[src/rtl/i2c_pkg.sv]
// Shared types for the I2C register-map controller: FSM state encoding and
// the default bank depth.
package i2c_pkg;

  typedef enum logic [1:0] {
    IDLE  = 2'd0,
    PTR   = 2'd1,
    WRITE = 2'd2,
    READ  = 2'd3
  } i2c_reg_ctrl_state_t;

  localparam int I2C_NUM_REGS_DEF = 16;

endpackage

[src/rtl/i2c_reg_bank.sv]
// NUM_REGS x 8 register bank. Two write ports (local port wins on address
// collision) and two combinational read ports (I2C pointer and local address).
module i2c_reg_bank import i2c_pkg::*; #(
  parameter int         NUM_REGS  = I2C_NUM_REGS_DEF,
  parameter logic [7:0] RESET_VAL = 8'h00,
  localparam int        AW        = $clog2(NUM_REGS)
) (
  input  logic          clk,
  input  logic          rst_n,
  input  logic          i2c_we,
  input  logic [AW-1:0] i2c_addr,
  input  logic [7:0]    i2c_wdata,
  input  logic          loc_we,
  input  logic [AW-1:0] loc_addr,
  input  logic [7:0]    loc_wdata,
  output logic [7:0]    ptr_rdata,
  output logic [7:0]    loc_rdata
);

  logic [NUM_REGS-1:0][7:0] mem;

  for (genvar i = 0; i < NUM_REGS; i++) begin : g_entry
    // One entry: local write has priority over a same-cycle I2C write.
    always_ff @(posedge clk or negedge rst_n) begin
      if (!rst_n)                                mem[i] <= RESET_VAL;
      else if (loc_we && loc_addr == AW'(i))     mem[i] <= loc_wdata;
      else if (i2c_we && i2c_addr == AW'(i))     mem[i] <= i2c_wdata;
    end
  end

  assign ptr_rdata = mem[i2c_addr];
  assign loc_rdata = mem[loc_addr];

endmodule

[src/rtl/i2c_reg_ctrl.sv]
// Register-map controller behind an I2C slave. First byte after START sets the
// register pointer, following bytes write the bank with auto-increment, reads
// stream bank[ptr] with auto-increment. Local port gives side access.
// Optional write protect input wp_i when I2C_REG_CTRL_WPROT_EN is defined.
module i2c_reg_ctrl import i2c_pkg::*; #(
  parameter int         NUM_REGS  = I2C_NUM_REGS_DEF,
  parameter logic [7:0] RESET_VAL = 8'h00,
  localparam int        AW        = $clog2(NUM_REGS)
) (
  input  logic          clk,
  input  logic          rst_n,
  input  logic          txn_start,
  input  logic          txn_stop,
  input  logic [7:0]    rx_data,
  input  logic          rx_valid,
  input  logic          tx_ready,
  output logic [7:0]    tx_data,
  output logic          tx_valid,
  input  logic [AW-1:0] loc_addr,
  input  logic [7:0]    loc_wdata,
  input  logic          loc_we,
  output logic [7:0]    loc_rdata,
`ifdef I2C_REG_CTRL_WPROT_EN
  input  logic          wp_i,
`endif
  output logic          wr_evt,
  output logic [AW-1:0] wr_evt_addr
);

  i2c_reg_ctrl_state_t state;
  logic [AW-1:0]       ptr;
  logic [7:0]          ptr_rdata;
  logic                wp;
  logic                i2c_we;

`ifdef I2C_REG_CTRL_WPROT_EN
  assign wp = wp_i;
`else
  assign wp = 1'b0;
`endif

  // A data byte only lands when no START/STOP overrides it in the same cycle.
  assign i2c_we = (state == WRITE) && rx_valid && !txn_stop && !txn_start && !wp;

  i2c_reg_bank #(
    .NUM_REGS  (NUM_REGS),
    .RESET_VAL (RESET_VAL)
  ) u_bank (
    .clk       (clk),
    .rst_n     (rst_n),
    .i2c_we    (i2c_we),
    .i2c_addr  (ptr),
    .i2c_wdata (rx_data),
    .loc_we    (loc_we),
    .loc_addr  (loc_addr),
    .loc_wdata (loc_wdata),
    .ptr_rdata (ptr_rdata),
    .loc_rdata (loc_rdata)
  );

  // Transaction FSM with pointer; tx_valid registered alongside the state.
  always_ff @(posedge clk or negedge rst_n) begin
    if (!rst_n) begin
      state    <= IDLE;
      ptr      <= '0;
      tx_valid <= 1'b0;
    end else if (txn_stop) begin
      state    <= IDLE;
      tx_valid <= 1'b0;
    end else if (txn_start) begin
      state    <= PTR;
      tx_valid <= 1'b1;
    end else begin
      case (state)
        PTR: begin
          if (rx_valid) begin
            state    <= WRITE;
            ptr      <= rx_data[AW-1:0];
            tx_valid <= 1'b0;
          end else if (tx_ready) begin
            state <= READ;
            ptr   <= ptr + 1'b1;
          end
        end
        WRITE: if (rx_valid) ptr <= ptr + 1'b1;
        READ:  if (tx_ready && !rx_valid) ptr <= ptr + 1'b1;
        default: ;
      endcase
    end
  end

  // Read byte tracks bank[ptr] one cycle behind; write event flags each landed byte.
  always_ff @(posedge clk or negedge rst_n) begin
    if (!rst_n) begin
      tx_data     <= RESET_VAL;
      wr_evt      <= 1'b0;
      wr_evt_addr <= '0;
    end else begin
      tx_data <= ptr_rdata;
      wr_evt  <= i2c_we;
      if (i2c_we) wr_evt_addr <= ptr;
    end
  end

endmodule

[config.mk]
export PLATFORM = sky130hd
export DESIGN_NAME = i2c_reg_ctrl
export DESIGN_NICKNAME = d
export VERILOG_FILES = /design/src/rtl/i2c_pkg.sv /design/src/rtl/i2c_reg_bank.sv /design/src/rtl/i2c_reg_ctrl.sv
export SDC_FILE = /design/constraint.sdc
export NUM_CORES = 1
export LEC_CHECK = 0
export CORE_MARGIN = 2
export CORE_UTILIZATION = 35
export DETAILED_ROUTE_END_ITERATION = 12
export PLACE_DENSITY = 0.63
export SYNTH_ARGS = -nofsm -noshare
export SYNTH_HDL_FRONTEND = slang
export SYNTH_SLANG_ARGS = --single-unit
[constraint.sdc]
create_clock -name clk -period 5.5 [get_ports clk]
set_input_delay 1.65 -clock clk [delete_from_list [all_inputs] [get_ports clk]]
set_output_delay 1.65 -clock clk [all_outputs]
set_load 0.01 [all_outputs]
==> results of run 1 <==
## state kept, by name, indices dropped and copies added, names as in the netlist
name         count
u_bank.mem     128
wr_evt_addr      4
wr_evt           1
ptr              4
tx_data          8
tx_valid         1
state            2
## synth_stat cells, types with 2 or more instances
master / number
sky130_fd_sc_hd__nand2_1: 67
sky130_fd_sc_hd__mux2i_1: 129
sky130_fd_sc_hd__and4_1: 2
sky130_fd_sc_hd__nand4_2: 5
sky130_fd_sc_hd__inv_1: 4
sky130_fd_sc_hd__a22o_1: 2
sky130_fd_sc_hd__a22oi_1: 32
sky130_fd_sc_hd__nor2_1: 103
sky130_fd_sc_hd__buf_6: 2
sky130_fd_sc_hd__a21oi_1: 102
sky130_fd_sc_hd__and3_1: 2
sky130_fd_sc_hd__ha_1: 4
sky130_fd_sc_hd__clkbuf_1: 35
sky130_fd_sc_hd__and3b_1: 2
sky130_fd_sc_hd__buf_2: 23
sky130_fd_sc_hd__mux4_2: 64
sky130_fd_sc_hd__nor2b_1: 4
sky130_fd_sc_hd__buf_4: 5
sky130_fd_sc_hd__nor3b_4: 2
sky130_fd_sc_hd__o21ai_1: 13
sky130_fd_sc_hd__nand2b_1: 2
sky130_fd_sc_hd__nand4_4: 9
sky130_fd_sc_hd__and2_1: 2
sky130_fd_sc_hd__mux2_2: 2
sky130_fd_sc_hd__o21ai_0: 24
sky130_fd_sc_hd__buf_1: 9
sky130_fd_sc_hd__dfrtp_1: 148
## per-stage QoR
step / area (sq um) / power (W) / hold WS [ps]
after global routing: 10300 / 0.00465 / 535
final: 10300 / 0.00443 / 498
after detailed placement: 9690 / 0.00313 / 486
after floorplan: 8980 / 0.00260 / 513
after global placement: 9690 / 0.00311 / 492
after CTS: 10300 / 0.00443 / 499
## critical path, stage by stage
cell	delay [ps]
sky130_fd_sc_hd__buf_2	300
sky130_fd_sc_hd__buf_12	210
sky130_fd_sc_hd__mux4_2	510
sky130_fd_sc_hd__a22oi_1	320
sky130_fd_sc_hd__nand2_1	130
sky130_fd_sc_hd__clkdlybuf4s50_1	500
## power groups by stage
stage	Sequential, W	Clock, W	Combinational [W]
2_1_floorplan	0.00154	0	0.00106
3_3_place_gp	0.00160	0	0.00150
6_report	0.00160	0.00130	0.00154
3_5_place_dp	0.00161	0	0.00153
4_1_cts	0.00159	0.00131	0.00153
5_1_grt	0.00163	0.00136	0.00166
## area by class of cell
class                           instances  area, sq um  area share, %
Clock buffer                           19          453           4.38
Multi-Input combinational cell        585         4910           47.5
Clock inverter                         12          191           1.85
Sequential cell                       148         3700           35.8
Inverter                                4         15.0          0.145
Tap cell                              330          413           4.00
Timing Repair Buffer                   67          652           6.31
## placed cells by master, fill, tap and decap left out, types with 4 or more instances in the layout
master / count
sky130_fd_sc_hd__mux4_2: 64
sky130_fd_sc_hd__o21ai_0: 24
sky130_fd_sc_hd__dfrtp_1: 147
sky130_fd_sc_hd__o21ai_1: 13
sky130_fd_sc_hd__buf_4: 16
sky130_fd_sc_hd__inv_6: 4
sky130_fd_sc_hd__a22oi_1: 32
sky130_fd_sc_hd__mux2i_1: 129
sky130_fd_sc_hd__nor2b_1: 4
sky130_fd_sc_hd__ha_1: 4
sky130_fd_sc_hd__nand4_2: 5
sky130_fd_sc_hd__inv_1: 4
sky130_fd_sc_hd__clkbuf_16: 17
sky130_fd_sc_hd__a21oi_1: 102
sky130_fd_sc_hd__nand4_4: 9
sky130_fd_sc_hd__nand2_1: 67
sky130_fd_sc_hd__clkdlybuf4s50_1: 45
sky130_fd_sc_hd__nor2_1: 103
sky130_fd_sc_hd__bufinv_16: 4
## how the worst max path moves through the flow
| stage | start | endpoint | slack, ps | depth (start not counted) |
|---|---|---|---|---|
| 2_1_floorplan | loc_addr[0] | loc_rdata[1] | 920 | 5 |
| 3_3_place_gp | loc_addr[3] | loc_rdata[4] | 250 | 6 |
| 3_5_place_dp | loc_addr[3] | loc_rdata[4] | 230 | 6 |
| 4_1_cts | loc_addr[0] | loc_rdata[7] | 220 | 6 |
| 5_1_grt | loc_addr[3] | loc_rdata[4] | 140 | 6 |
| 6_report | loc_addr[0] | loc_rdata[7] | 210 | 6 |
## per-layer routing
layer	global-route usage [%]	routed length [um]	up-vias	share of wire [%]
li1	-	-	2991	-
met1	30.0	11600	3326	43
met2	30.5	12100	354	45
met3	6.36	2790	47	10
met4	6.38	572	0	2.1
met5	0	0	-	0
## cell families (layout without fill, tap and decap cells)
family,after synthesis,in the layout,synth area share [%]
fa+ha+maj,4,4,0.558
buf+inv,79,102,4.18
flops,148,148,41.3
xor+xnor,1,1,0.0976
compound gates,175,175,10.8
mux,195,195,30.7
simple gates,210,210,12.4
==> out/summary.md, run 1 <==
### STA
• **setup slack after layout** 209 ps
• **# setup viols final** 0
• **final hold vios** 0
• **unrepaired setup endpoints after global routing** false
• **final worst path period need** 5290 ps
• **Worst Skew** 12.7 ps
• **Final period util** 96.2%
• **slew at the pin closest to its max-slew limit** 1340 ps
• **final max-slew violation count** 0
• **top achievable clock speed** 189 MHz
• **Slew headroom** 10.1%
• **total negative setup slack** 0 ps

### Floorplan
• **number of standard-cell rows in the floorplan** 58
• **placeable core region** 25200 sq um
• **initial core utilization** 35.6%
• **vertical die dimension** 164 um
• **die width** 164 um
• **Die Footprint** 26900 sq um
• **number of top-level design ports** 49

### Yosys
• **share of the synthesized area in the top cell type** 41.3%
• **Post-synth EDFFs** 0
• **number of warning messages in the yosys log** 0
• **dominant synthesized flop cell** sky130_fd_sc_hd__dfrtp_1
• **synthesized net count** 843
• **count of distinct cell types in the synthesized netlist** 41
• **sequential share of the synthesized area** 41.3%
• **number of instances in the synthesized netlist** 812
• **Mean Syn Cell Area** 11.1 sq um
• **post-synthesis cell area** 8980 sq um
• **dominant cell type by area after synthesis** sky130_fd_sc_hd__dfrtp_1
• **top post-synthesis cells by area** sky130_fd_sc_hd__dfrtp_1 (41%), sky130_fd_sc_hd__mux4_2 (16%), sky130_fd_sc_hd__mux2i_1 (14%), sky130_fd_sc_hd__a21oi_1 (5.7%), sky130_fd_sc_hd__nor2_1 (4.3%)
• **share of async-settable or async-resettable flops after synthesis** 100%
• **post-synthesis sequential element count** 148

### Final layout
• **number of antenna repair diodes** 0
• **filler-free cell count of the finished design** 1165
• **Synth-to-Final Area Change** 15.1%
• **number of filler instances in the final layout** 2382
• **fraction of layout cells with a size suffix above 1** 17.2%
• **number of nets in the layout** 854
• **share of the core filled with cells** 41.0%

### Global route
• **first-pass GRT wire length** 41400 um
• **initial antenna violation count** 0
• **remaining global-route overflow** 0
• **via count of the first global-routing pass** 6498
• **Total Routing Usage GR** 21.0%
• **largest net degree at the start of global routing** 105

### Clock network
• **number of clock sinks seen by CTS** 148
• **TritonCTS buffer count** 17
• **PostCTS Resize Cnt** 0
• **maximum root-to-sink buffer count** 2
• **root buffer cell** sky130_fd_sc_hd__clkbuf_16
• **TritonCTS clock tree** done
• **clock slew seen by the registers of the worst setup and hold paths** 60 ps
• **count of H-tree levels built during CTS** 4
• **later-pin clock latency in the skew report** 440 ps
• **number of setup buffers added after CTS** 0
• **CTS Hold Buffers Added** 0

### Power and ir drop
• **combinational power share** 34.6%
• **worst ir drop on vdd** 276 uV
• **clock network power share** 29.3%
• **switching power as a share of total power** 34.2%
• **leakage power summed over all cells** 4.81 nW
• **Internal Pwr Total** 0.00292 W
• **areal power density over the cells** 429 nW/um^2
• **power share of the sequential group** 36.0%
• **power spent charging and discharging nets** 0.00152 W

### Hold path
• **hold path depth** 2
• **worst min-delay path endpoint** wr_evt_addr[1]
• **classification of the worst-slack hold path** register to register
• **launch point of the worst hold path** wr_evt_addr[1]

### Worst setup path
• **Crit Path Class** input port to output port
• **endpoint of the worst-slack reg-to-reg timing path** u_bank.mem[7]
• **maximum fanout count along the critical path** 12
• **Worst Path Required** 3850 ps
• **logic depth of the worst register-to-register path** 5
• **launch instance of the worst register-to-register path** state[0]
• **CP Data Arrival Time** 3640 ps
• **flop-to-flop setup slack** 2870 ps
• **critical path launch point type** input port
• **CP endpoint kind** output port

### Drt
• **post-DR vias/cell** 5.77
• **count of unresolved DRC violations after routing** 0
• **DRC violation total after the first TritonRoute iteration** 827
• **number of search-and-repair iterations in the first detailed-routing pass** 7
• **Final Routed Wirelength** 27100 um
• **Detail Route Antenna Nets** 0
• **detailed-route via count** 6718
• **detail-routed net length per standard cell** 23.2 um

### Placed design
• **number of buffer cells added on primary ports** 48
• **post-detail-place hpwl** 17500 um
• **placement-stage worst setup slack** 226 ps
• **routability cong.** 0.863
• **number of instances in the placed design** 1134

### Run
• **Maximum Capacitance Violations** 0

### Status
• **outcome** finished clean

Power figures use the tool's default switching activity.
==> run 2: changes to the inputs <==
--- a/config.mk
+++ b/config.mk
@@ -8,7 +8,7 @@
 export CORE_MARGIN = 2
 export CORE_UTILIZATION = 35
 export DETAILED_ROUTE_END_ITERATION = 12
-export PLACE_DENSITY = 0.63
+export PLACE_DENSITY = 0.65
 export SYNTH_ARGS = -nofsm -noshare
 export SYNTH_HDL_FRONTEND = slang
 export SYNTH_SLANG_ARGS = --single-unit
==> constraint.sdc (replaced) <==
create_clock -name clk -period 4.35 [get_ports clk]
set_input_delay 1.305 -clock clk [delete_from_list [all_inputs] [get_ports clk]]
set_output_delay 1.305 -clock clk [all_outputs]
set_load 0.01 [all_outputs]
==> run 2 against run 1 <==
  * Power increased by 22%
  * Sequential cell count unchanged
  * Die area unchanged
  * Critical endpoint unchanged
  * Global-route usage decreased by 0.36 points
  * Cell area increased by 1.7%
  * Worst hold slack got worse by 10 ps
  * Wire length decreased by 2.2%
  * Via count about the same
  * Count of clock-buffer cells in the layout unchanged
  * Clock skew increased by 6.5 ps
  * Core utilization increased by 0.72 points
  * Final cell count increased by 1.8%
==> out/summary.md, run 2 (synthesis results as in run 1) <==
### Placed design
• **post-detail-place hpwl** 17400 um
• **number of buffer cells added on primary ports** 48
• **number of instances in the placed design** 1150
• **routability cong.** 0.865
• **placement-stage worst setup slack** -111 ps

### Power and ir drop
• **worst ir drop on vdd** 259 uV
• **areal power density over the cells** 514 nW/um^2
• **leakage power summed over all cells** 4.94 nW
• **total chip power** 0.00540 W

### Run
• **Maximum Capacitance Violations** 0

### Final layout
• **number of nets in the layout** 874
• **number of filler instances in the final layout** 2370
• **number of flip-flops under the largest register name** 128
• **filler-free cell count of the finished design** 1186
• **area of combinational cells with multiple inputs** 4940 sq um
• **total area of sequential cells** 3700 sq um
• **fraction of layout cells with a size suffix above 1** 20.0%
• **leading cell type in the layout, fill and taps excluded** sky130_fd_sc_hd__dfrtp_1
• **register containing the most flip-flops in the final layout** u_bank.mem
• **commonest cells after routing, fill and taps aside** sky130_fd_sc_hd__dfrtp_1 (147), sky130_fd_sc_hd__mux2i_1 (129), sky130_fd_sc_hd__nor2_1 (103), sky130_fd_sc_hd__a21oi_1 (102), sky130_fd_sc_hd__nand2_1 (67)
• **Synth-to-Final Area Change** 17.1%
• **largest registers in the final layout** u_bank.mem x128, tx_data x8
• **share of the core filled with cells** 41.8%
• **number of antenna repair diodes** 0

### Worst setup path
• **CP Data Arrival Time** 2960 ps
• **slowest cell delay on critical path** 490 ps
• **Worst Path Required** 3040 ps
• **CP endpoint kind** output port
• **critical path launch point type** input port
• **cells traversed along the worst timing path** clkdlybuf4s50_1, buf_4, nor2_1, buf_4, a22oi_2, nand2_1, clkdlybuf4s50_1
• **slowest CP cell** sky130_fd_sc_hd__clkdlybuf4s50_1
• **cell family with most CP delay** buffers and inverters
• **number of buffers and inverters on the critical path** 4
• **maximum fanout count along the critical path** 8
• **Crit Path Class** input port to output port

### Global route
• **remaining global-route overflow** 0
• **first-pass GRT wire length** 41100 um
• **via count of the first global-routing pass** 6645
• **Total Routing Usage GR** 20.6%
• **initial antenna violation count** 0
• **largest net degree at the start of global routing** 65

### Clock network
• **later-pin clock latency in the skew report** 440 ps
• **root buffer cell** sky130_fd_sc_hd__clkbuf_16
• **TritonCTS clock tree** done
• **number of clock sinks seen by CTS** 148
• **clock slew seen by the registers of the worst setup and hold paths** 60 ps
• **maximum root-to-sink buffer count** 2
• **count of H-tree levels built during CTS** 4
• **TritonCTS buffer count** 17

### Floorplan
• **number of top-level design ports** 49
• **number of standard-cell rows in the floorplan** 58
• **placeable core region** 25200 sq um
• **die width** 164 um
• **vertical die dimension** 164 um
• **Die Footprint** 26900 sq um
• **initial core utilization** 35.6%

### Status
• **outcome** finished clean

### STA
• **Worst Skew** 19.2 ps
• **final max-slew violation count** 0
• **Slew headroom** 40.2%
• **slew at the pin closest to its max-slew limit** 894 ps
• **worst hold margin** 488 ps
• **Final period util** 97.9%
• **# setup viols final** 0
• **setup slack after layout** 89.8 ps
• **top achievable clock speed** 235 MHz
• **final hold vios** 0
• **final worst path period need** 4260 ps
• **unrepaired setup endpoints after global routing** false

### Drt
• **DRC violation total after the first TritonRoute iteration** 803
• **count of unresolved DRC violations after routing** 0
• **detailed-route via count** 6712
• **Final Routed Wirelength** 26500 um
• **post-DR vias/cell** 5.66
• **Detail Route Antenna Nets** 0
• **number of search-and-repair iterations in the first detailed-routing pass** 5
• **detail-routed net length per standard cell** 22.3 um

### Hold path
• **classification of the worst-slack hold path** register to register

-- run 2: cell count changes in the layout (fill, tap and decap cells not counted), moves of 3 or more --
cell                              change
sky130_fd_sc_hd__buf_12               +5
sky130_fd_sc_hd__dlymetal6s2s_1       +3
sky130_fd_sc_hd__a22oi_2              +6
sky130_fd_sc_hd__bufinv_16            -4
sky130_fd_sc_hd__buf_4               +14
sky130_fd_sc_hd__dlygate4sd2_1        +5
sky130_fd_sc_hd__clkdlybuf4s50_1      -8
sky130_fd_sc_hd__a22oi_1              -6
-- run 2: tightest hold or removal path: cells and delay by family (launching register included) --
kind,cells,cell delay (ps)
flip-flops,1,350
AO/OA/AOI/OAI,1,60
AND/OR/NAND/NOR,1,50
-- run 2: final cells by class --
cell class                      count  share of cell area (%)
Inverter                            4                   0.143
Clock buffer                       19                    4.31
Sequential cell                   148                    35.2
Tap cell                          330                    3.93
Clock inverter                     13                    1.08
Timing Repair Buffer               87                    8.37
Multi-Input combinational cell    585                    46.9
-- run 2: timing repair --
action,in CTS,in global routing
pin swaps,0,0
endpoints found under the hold margin,0,0
setup buffers,0,4
endpoints found under the setup margin,8,4
hold buffers,0,0
gates resized for setup,13,5
-- run 2: layer usage --
metal  part of all wire, %  wire length, um  global-route usage, %  vias up
met5                     0                0                      0        -
met4                   2.1              568                   6.66        0
met3                   7.8             2070                   4.60       50
met2                    46            12200                   31.1      293
met1                    44            11700                   29.4     3330
li1                      -                -                      -     3039
-- run 2: path summary, 6_finish.rpt --
| check | startpoint | to | slack, ps | cells after the start |
|---|---|---|---|---|
| max | loc_addr[3] | loc_rdata[7] | 90 | 7 |
| min | wr_evt_addr[1] | wr_evt_addr[1] | 490 | 2 |
| max reg2reg | ptr[0] | u_bank.mem[120] | 1760 | 4 |
| min reg2reg | wr_evt_addr[1] | wr_evt_addr[1] | 490 | 2 |
| max in group asynchronous | rst_n | u_bank.mem[115] | 2660 | 2 |
| min in group asynchronous | rst_n | tx_valid | 860 | 1 |
-- run 2: power by group --
group	internal, W	switching, W	leakage, nW
sequential	0.00173	0.000322	1.75
clock	0.000780	0.000665	0.273
combinational	0.000969	0.000933	2.92
total	0.00348	0.00192	4.94
-- run 2: metrics by stage --
stage                     area, sq um  TNS, ps
after floorplan                  8980        0
after global placement           9870     -648
after detailed placement         9870     -642
after CTS                       10500        0
after global routing            10500        0
final                           10500        0
==> run 3: changes to the inputs <==
--- a/config.mk
+++ b/config.mk
@@ -8,7 +8,7 @@
 export CORE_MARGIN = 2
 export CORE_UTILIZATION = 35
 export DETAILED_ROUTE_END_ITERATION = 12
-export PLACE_DENSITY = 0.65
+export PLACE_DENSITY = 0.55
 export SYNTH_ARGS = -nofsm -noshare
 export SYNTH_HDL_FRONTEND = slang
 export SYNTH_SLANG_ARGS = --single-unit
==> run 3 against run 2 <==
  * Count of clock-buffer cells in the layout rose by 1
  * Clock skew fell by 9.8 ps
  * Core utilization fell by 0.070 points
  * Die area did not move
  * Power rose by 2.4%
  * Global-route usage rose by 0.47 points
  * Critical path depth fell by 1
  * First-iteration DRC count fell by 11%
  * Combinational power fell by 5%
  * Clock power rose by 11%
  * Highest routed layer unchanged
==> out/summary.md, run 3 (synthesis results as in run 1) <==
### Drt
• **post-route met1 wirelength** 11600 um
• **Final Routed Wirelength** 26700 um
• **detailed route wirelength on metal3** 1660 um
• **amount of wire on met2 after detailed routing** 13000 um
• **count of unresolved DRC violations after routing** 0
• **DRC violation total after the first TritonRoute iteration** 716
• **detailed-route via count** 6718
• **number of search-and-repair iterations in the first detailed-routing pass** 5
• **Detail Route Antenna Nets** 0
• **highest layer used for signal routing** met4
• **detail-routed net length per standard cell** 22.8 um
• **post-DR vias/cell** 5.72

### Clock network
• **root buffer cell** sky130_fd_sc_hd__clkbuf_16
• **TritonCTS clock tree** done
• **maximum root-to-sink buffer count** 2
• **count of H-tree levels built during CTS** 4
• **TritonCTS buffer count** 17
• **later-pin clock latency in the skew report** 430 ps
• **CTS Hold Buffers Added** 0
• **number of clock sinks seen by CTS** 148
• **clock slew seen by the registers of the worst setup and hold paths** 60 ps

### STA
• **final hold vios** 0
• **Slew headroom** 33.6%
• **setup slack after layout** 60.8 ps
• **# setup viols final** 0
• **slew at the pin closest to its max-slew limit** 996 ps
• **top achievable clock speed** 233 MHz
• **final max-slew violation count** 0
• **final worst path period need** 4290 ps
• **Final period util** 98.6%
• **Worst Skew** 9.38 ps
• **unrepaired setup endpoints after global routing** false

### Power and ir drop
• **power spent charging and discharging nets** 0.00183 W
• **total chip power** 0.00553 W
• **leakage power summed over all cells** 4.93 nW
• **switching power as a share of total power** 33.1%
• **Internal Pwr Total** 0.00370 W
• **worst ir drop on vdd** 280 uV
• **power share of the sequential group** 38.1%
• **combinational power share** 32.7%
• **clock network power share** 29.1%
• **areal power density over the cells** 527 nW/um^2

### Placed design
• **placement-stage worst setup slack** -95.7 ps
• **routability cong.** 0.843
• **number of instances in the placed design** 1142
• **post-detail-place hpwl** 17800 um
• **number of buffer cells added on primary ports** 48

### Floorplan
• **vertical die dimension** 164 um
• **Die Footprint** 26900 sq um
• **placeable core region** 25200 sq um
• **number of top-level design ports** 49
• **initial core utilization** 35.6%
• **number of standard-cell rows in the floorplan** 58
• **die width** 164 um

### Worst setup path
• **CP endpoint kind** output port
• **Worst Path Required** 3040 ps
• **CP Data Arrival Time** 2980 ps
• **critical path launch point type** input port
• **Crit Path Class** input port to output port
• **launch instance of the worst register-to-register path** ptr[0]
• **maximum fanout count along the critical path** 12
• **startpoint of the most critical setup path** loc_addr[0]

### Final layout
• **commonest cells after routing, fill and taps aside** sky130_fd_sc_hd__dfrtp_1 (147), sky130_fd_sc_hd__mux2i_1 (129), sky130_fd_sc_hd__nor2_1 (103), sky130_fd_sc_hd__a21oi_1 (102), sky130_fd_sc_hd__nand2_1 (67)
• **number of flip-flops under the largest register name** 128
• **leading cell type in the layout, fill and taps excluded** sky130_fd_sc_hd__dfrtp_1
• **number of filler instances in the final layout** 2378
• **filler-free cell count of the finished design** 1174
• **largest registers in the final layout** u_bank.mem x128, tx_data x8
• **Synth-to-Final Area Change** 17.0%
• **number of antenna repair diodes** 0
• **register containing the most flip-flops in the final layout** u_bank.mem
• **fraction of layout cells with a size suffix above 1** 18.7%
• **number of nets in the layout** 862

### Status
• **outcome** finished clean

### Global route
• **via count of the first global-routing pass** 6656
• **remaining global-route overflow** 0
• **largest net degree at the start of global routing** 64
• **initial antenna violation count** 0
• **Total Routing Usage GR** 21.1%
• **first-pass GRT wire length** 42100 um

### Hold path
• **launch point of the worst hold path** wr_evt_addr[1]
• **classification of the worst-slack hold path** register to register

### Run
• **Maximum Capacitance Violations** 0

## run 3: timing repair
action                                 CTS  global route
resized for setup                        5            10
endpoints found under the hold margin    0             0
setup endpoints to repair                8             6
setup buffers                            0             0
## run 3: final timing paths
check,to,slack [ps],depth (start not counted)
worst max-delay path,loc_rdata[1],60,6
worst min-delay path,wr_evt_addr[1],490,2
worst max register to register,u_bank.mem[75],1740,4
worst min register to register,wr_evt_addr[1],490,2
max in group asynchronous,u_bank.mem[86],2780,2
min in group asynchronous,tx_valid,880,1
## run 3: stage by stage
stage / utilization, % / TNS, ps / hold WS (ps) / area, sq um
after floorplan: - / 0 / 513 / 8980
after global placement: 39.0 / -619 / 467 / 9810
after detailed placement: 39.0 / -483 / 484 / 9810
after CTS: 41.6 / 0 / 497 / 10500
after global routing: 41.7 / 0 / 518 / 10500
final: 41.7 / 0 / 486 / 10500
## run 3: layout make-up
type | count | area (sq um) | area share [%]
Sequential cell | 148 | 3700 | 35.3
Clock buffer | 20 | 467 | 4.45
Inverter | 4 | 15.0 | 0.143
Multi-Input combinational cell | 585 | 4930 | 46.9
Clock inverter | 12 | 176 | 1.68
Tap cell | 330 | 413 | 3.93
Timing Repair Buffer | 75 | 793 | 7.56
## run 3: power by group through the flow
stage | logic (W) | registers [W] | clock network [W]
2_1_floorplan | 0.00134 | 0.00195 | 0
6_report | 0.00181 | 0.00211 | 0.00161
5_1_grt | 0.00196 | 0.00216 | 0.00170
4_1_cts | 0.00181 | 0.00211 | 0.00164
3_5_place_dp | 0.00180 | 0.00213 | 0
3_3_place_gp | 0.00177 | 0.00213 | 0
## run 3: metal layers
layer  up-vias  global-route usage (%)
met2       265                    33.9
met1      3400                    29.4
li1       3020                       -
met3        33                    3.41
met4         0                    6.14
met5         -                       0
## run 3: worst max-delay path, stage by stage
cell                              delay, ps
sky130_fd_sc_hd__buf_4                  160
sky130_fd_sc_hd__buf_12                 180
sky130_fd_sc_hd__mux4_2                 510
sky130_fd_sc_hd__a22oi_2                220
sky130_fd_sc_hd__nand2_1                110
sky130_fd_sc_hd__clkdlybuf4s50_1        490
==> edit: new RTL, config.mk and constraints of run 2 <==
Build with the macro `I2C_REG_CTRL_WPROT_EN` defined.
--- a/src/rtl/i2c_reg_ctrl.sv
+++ b/src/rtl/i2c_reg_ctrl.sv
@@ -2,6 +2,8 @@
 // register pointer, following bytes write the bank with auto-increment, reads
 // stream bank[ptr] with auto-increment. Local port gives side access.
 // Optional write protect input wp_i when I2C_REG_CTRL_WPROT_EN is defined.
+`define I2C_REG_CTRL_WPROT_EN
+
 module i2c_reg_ctrl import i2c_pkg::*; #(
   parameter int         NUM_REGS  = I2C_NUM_REGS_DEF,
   parameter logic [7:0] RESET_VAL = 8'h00,
Interface: changed (added wp_i); port bits go from 49 to 50. No check against the original RTL was run, so the function may have changed too.
==> edit against run 2 <==
Synthesized area up 6.3%. Final area up 6.7%. Via count down 5.1%. Total power down 3.3%. Routed wire length up 12%. Die area up 6.2%. Count of clock-buffer cells in the layout up 3. Sequential cell count unchanged. Worst hold slack better by 0.0099 ns. First-iteration DRC count down 24%. Critical path depth down 1. Worst setup slack worse by 0.011 ns. Clock power up 3%. Largest cell class unchanged. Largest power group unchanged. Highest routed layer unchanged.
==> edit: results (changes against run 2) <==
status=complete, no violations; Met3 Routed Length=1.88 mm (-8.8%); first-pass GRT wire length=44.5 mm (+8.3%); Post-Route WL=29.5 mm (+12%); top_reg_cell synth=dfrtp_1; GR Util met3=0.0359 (-0.0100); Port Buffers=49 (+2.1%); Global Route Usage Sum=0.215 (+0.00930); crit-path max cell delay=0.52 ns (+0.03 ns); cell at the slowest stage of the critical path=mux4_2; post-synthesis mux area share=0.458 (+0.151); post-synth cell types=42 (+2.4%); RePlAce Congestion=0.816 (-5.7%); pin count of the biggest net entering global routing=68 (+4.6%); skew final=0.0107 ns (-0.00854 ns); placed cell area=0.0106 mm^2 (+7.1%); hold_sp=wr_evt_addr[0]; WL met1=12.2 mm (+4.8%); met1 Use GR=0.282 (-0.0120); GR Layer Usage met2=0.339 (+0.0282); ratio of cells with drive above 1 in the final layout=0.583 (+0.383); post-synthesis adder-cell area fraction=0.00524 (-0.000332); top post-synthesis cells by area=dfrtp_1 39%, mux2_2 30%, mux4_2 15%; initial antenna violation count=2 (+2); Synth Instances=671 (-17%); met2 WL=14.0 mm (+15%); Compound-Gate Fraction of Synth Area=0.0658 (-0.0425); nets@finish=754 (-14%); sequential area share after synthesis=0.388 (-0.0246); hold_ws=0.498 ns (+0.00991 ns); Worst R2R End=u_bank.mem[121]; Worst EP arrival=2.97 ns (about the same); P_leak=0.00445 uW (-9.8%); r2r setup slk=1.71 ns (-0.05 ns); Sw Pwr=1640 uW (-14%); hpwl dp=19.1 mm (+9.4%); vias in the first global route=6621 (-0.36%); syn_nets=703 (-17%); synth cell count leaders=253 x mux2_2, 148 x dfrtp_1, 64 x mux4_2, 32 x a22oi_1, 27 x clkbuf_1; Reg2Reg Launch Point=ptr[1]; XOR/XNOR share of the synthesized area=0.000918 (-0.0000581); Rel. slew slack=0.205 (-0.198); Peak VDD IR=0.000274 V (+5.9%); H-Tree Depth=4 (unchanged); CP delay by family, top=buffers and inverters; critical-path maximum fanout=7 (-1); non-filler instance count after layout=1076 (-9.3%); drt initial violations=610 (-24%); DR vias/cell=5.92 (+4.6%)
edit: cell count changes in the layout (fill, tap and decap cells not counted), sizes merged, moves of 4 or more:
| cell | run 2 | this run |
|---|---|---|
| mux2 | 2 | 258 |
| mux2i | 129 | 2 |
| a21oi | 102 | 4 |
| nor2 | 104 | 17 |
| nand2 | 68 | 26 |
| o21ai | 37 | 11 |
| nand4 | 14 | 0 |
| o22ai | 1 | 10 |
| inv | 12 | 4 |
| buf | 42 | 36 |
| clkdlybuf4s50 | 37 | 42 |
| nand4b | 0 | 4 |
edit: cell type report:
cell class                      instances  area, um^2
Tap cell                              341         427
Antenna cell                            2        5.00
Timing Repair Buffer                   83         900
Fill cell                            2478       15700
Clock inverter                          8         101
Clock buffer                           22         484
Sequential cell                       148        3700
Inverter                                4        15.0
Multi-Input combinational cell        468        5580
edit: worst max path at each step:
stage / from / end / slack [ns] / cells after the start
2_1_floorplan: loc_addr[0] / loc_rdata[1] / 0.51 / 5
3_3_place_gp: loc_addr[3] / loc_rdata[2] / -0.07 / 7
3_5_place_dp: loc_addr[3] / loc_rdata[6] / -0.06 / 7
4_1_cts: loc_addr[0] / loc_rdata[5] / 0.02 / 6
5_1_grt: loc_addr[0] / loc_rdata[1] / 0.04 / 6
6_report: loc_addr[0] / loc_rdata[1] / 0.08 / 6
edit: power by group through the flow:
stage | clock, uW | combinational, uW | sequential (uW)
2_1_floorplan | 0 | 1250 | 1920
3_3_place_gp | 0 | 1660 | 2040
3_5_place_dp | 0 | 1690 | 2050
4_1_cts | 1510 | 1710 | 2030
5_1_grt | 1560 | 1810 | 2090
6_report | 1490 | 1700 | 2040
edit: what timing repair did:
action | 4_1_cts | 5_1_grt
cloned | 1 | 0
endpoints found under the setup margin | 8 | 3
gates resized for setup | 5 | 3
hold endpoints to repair | 0 | 0
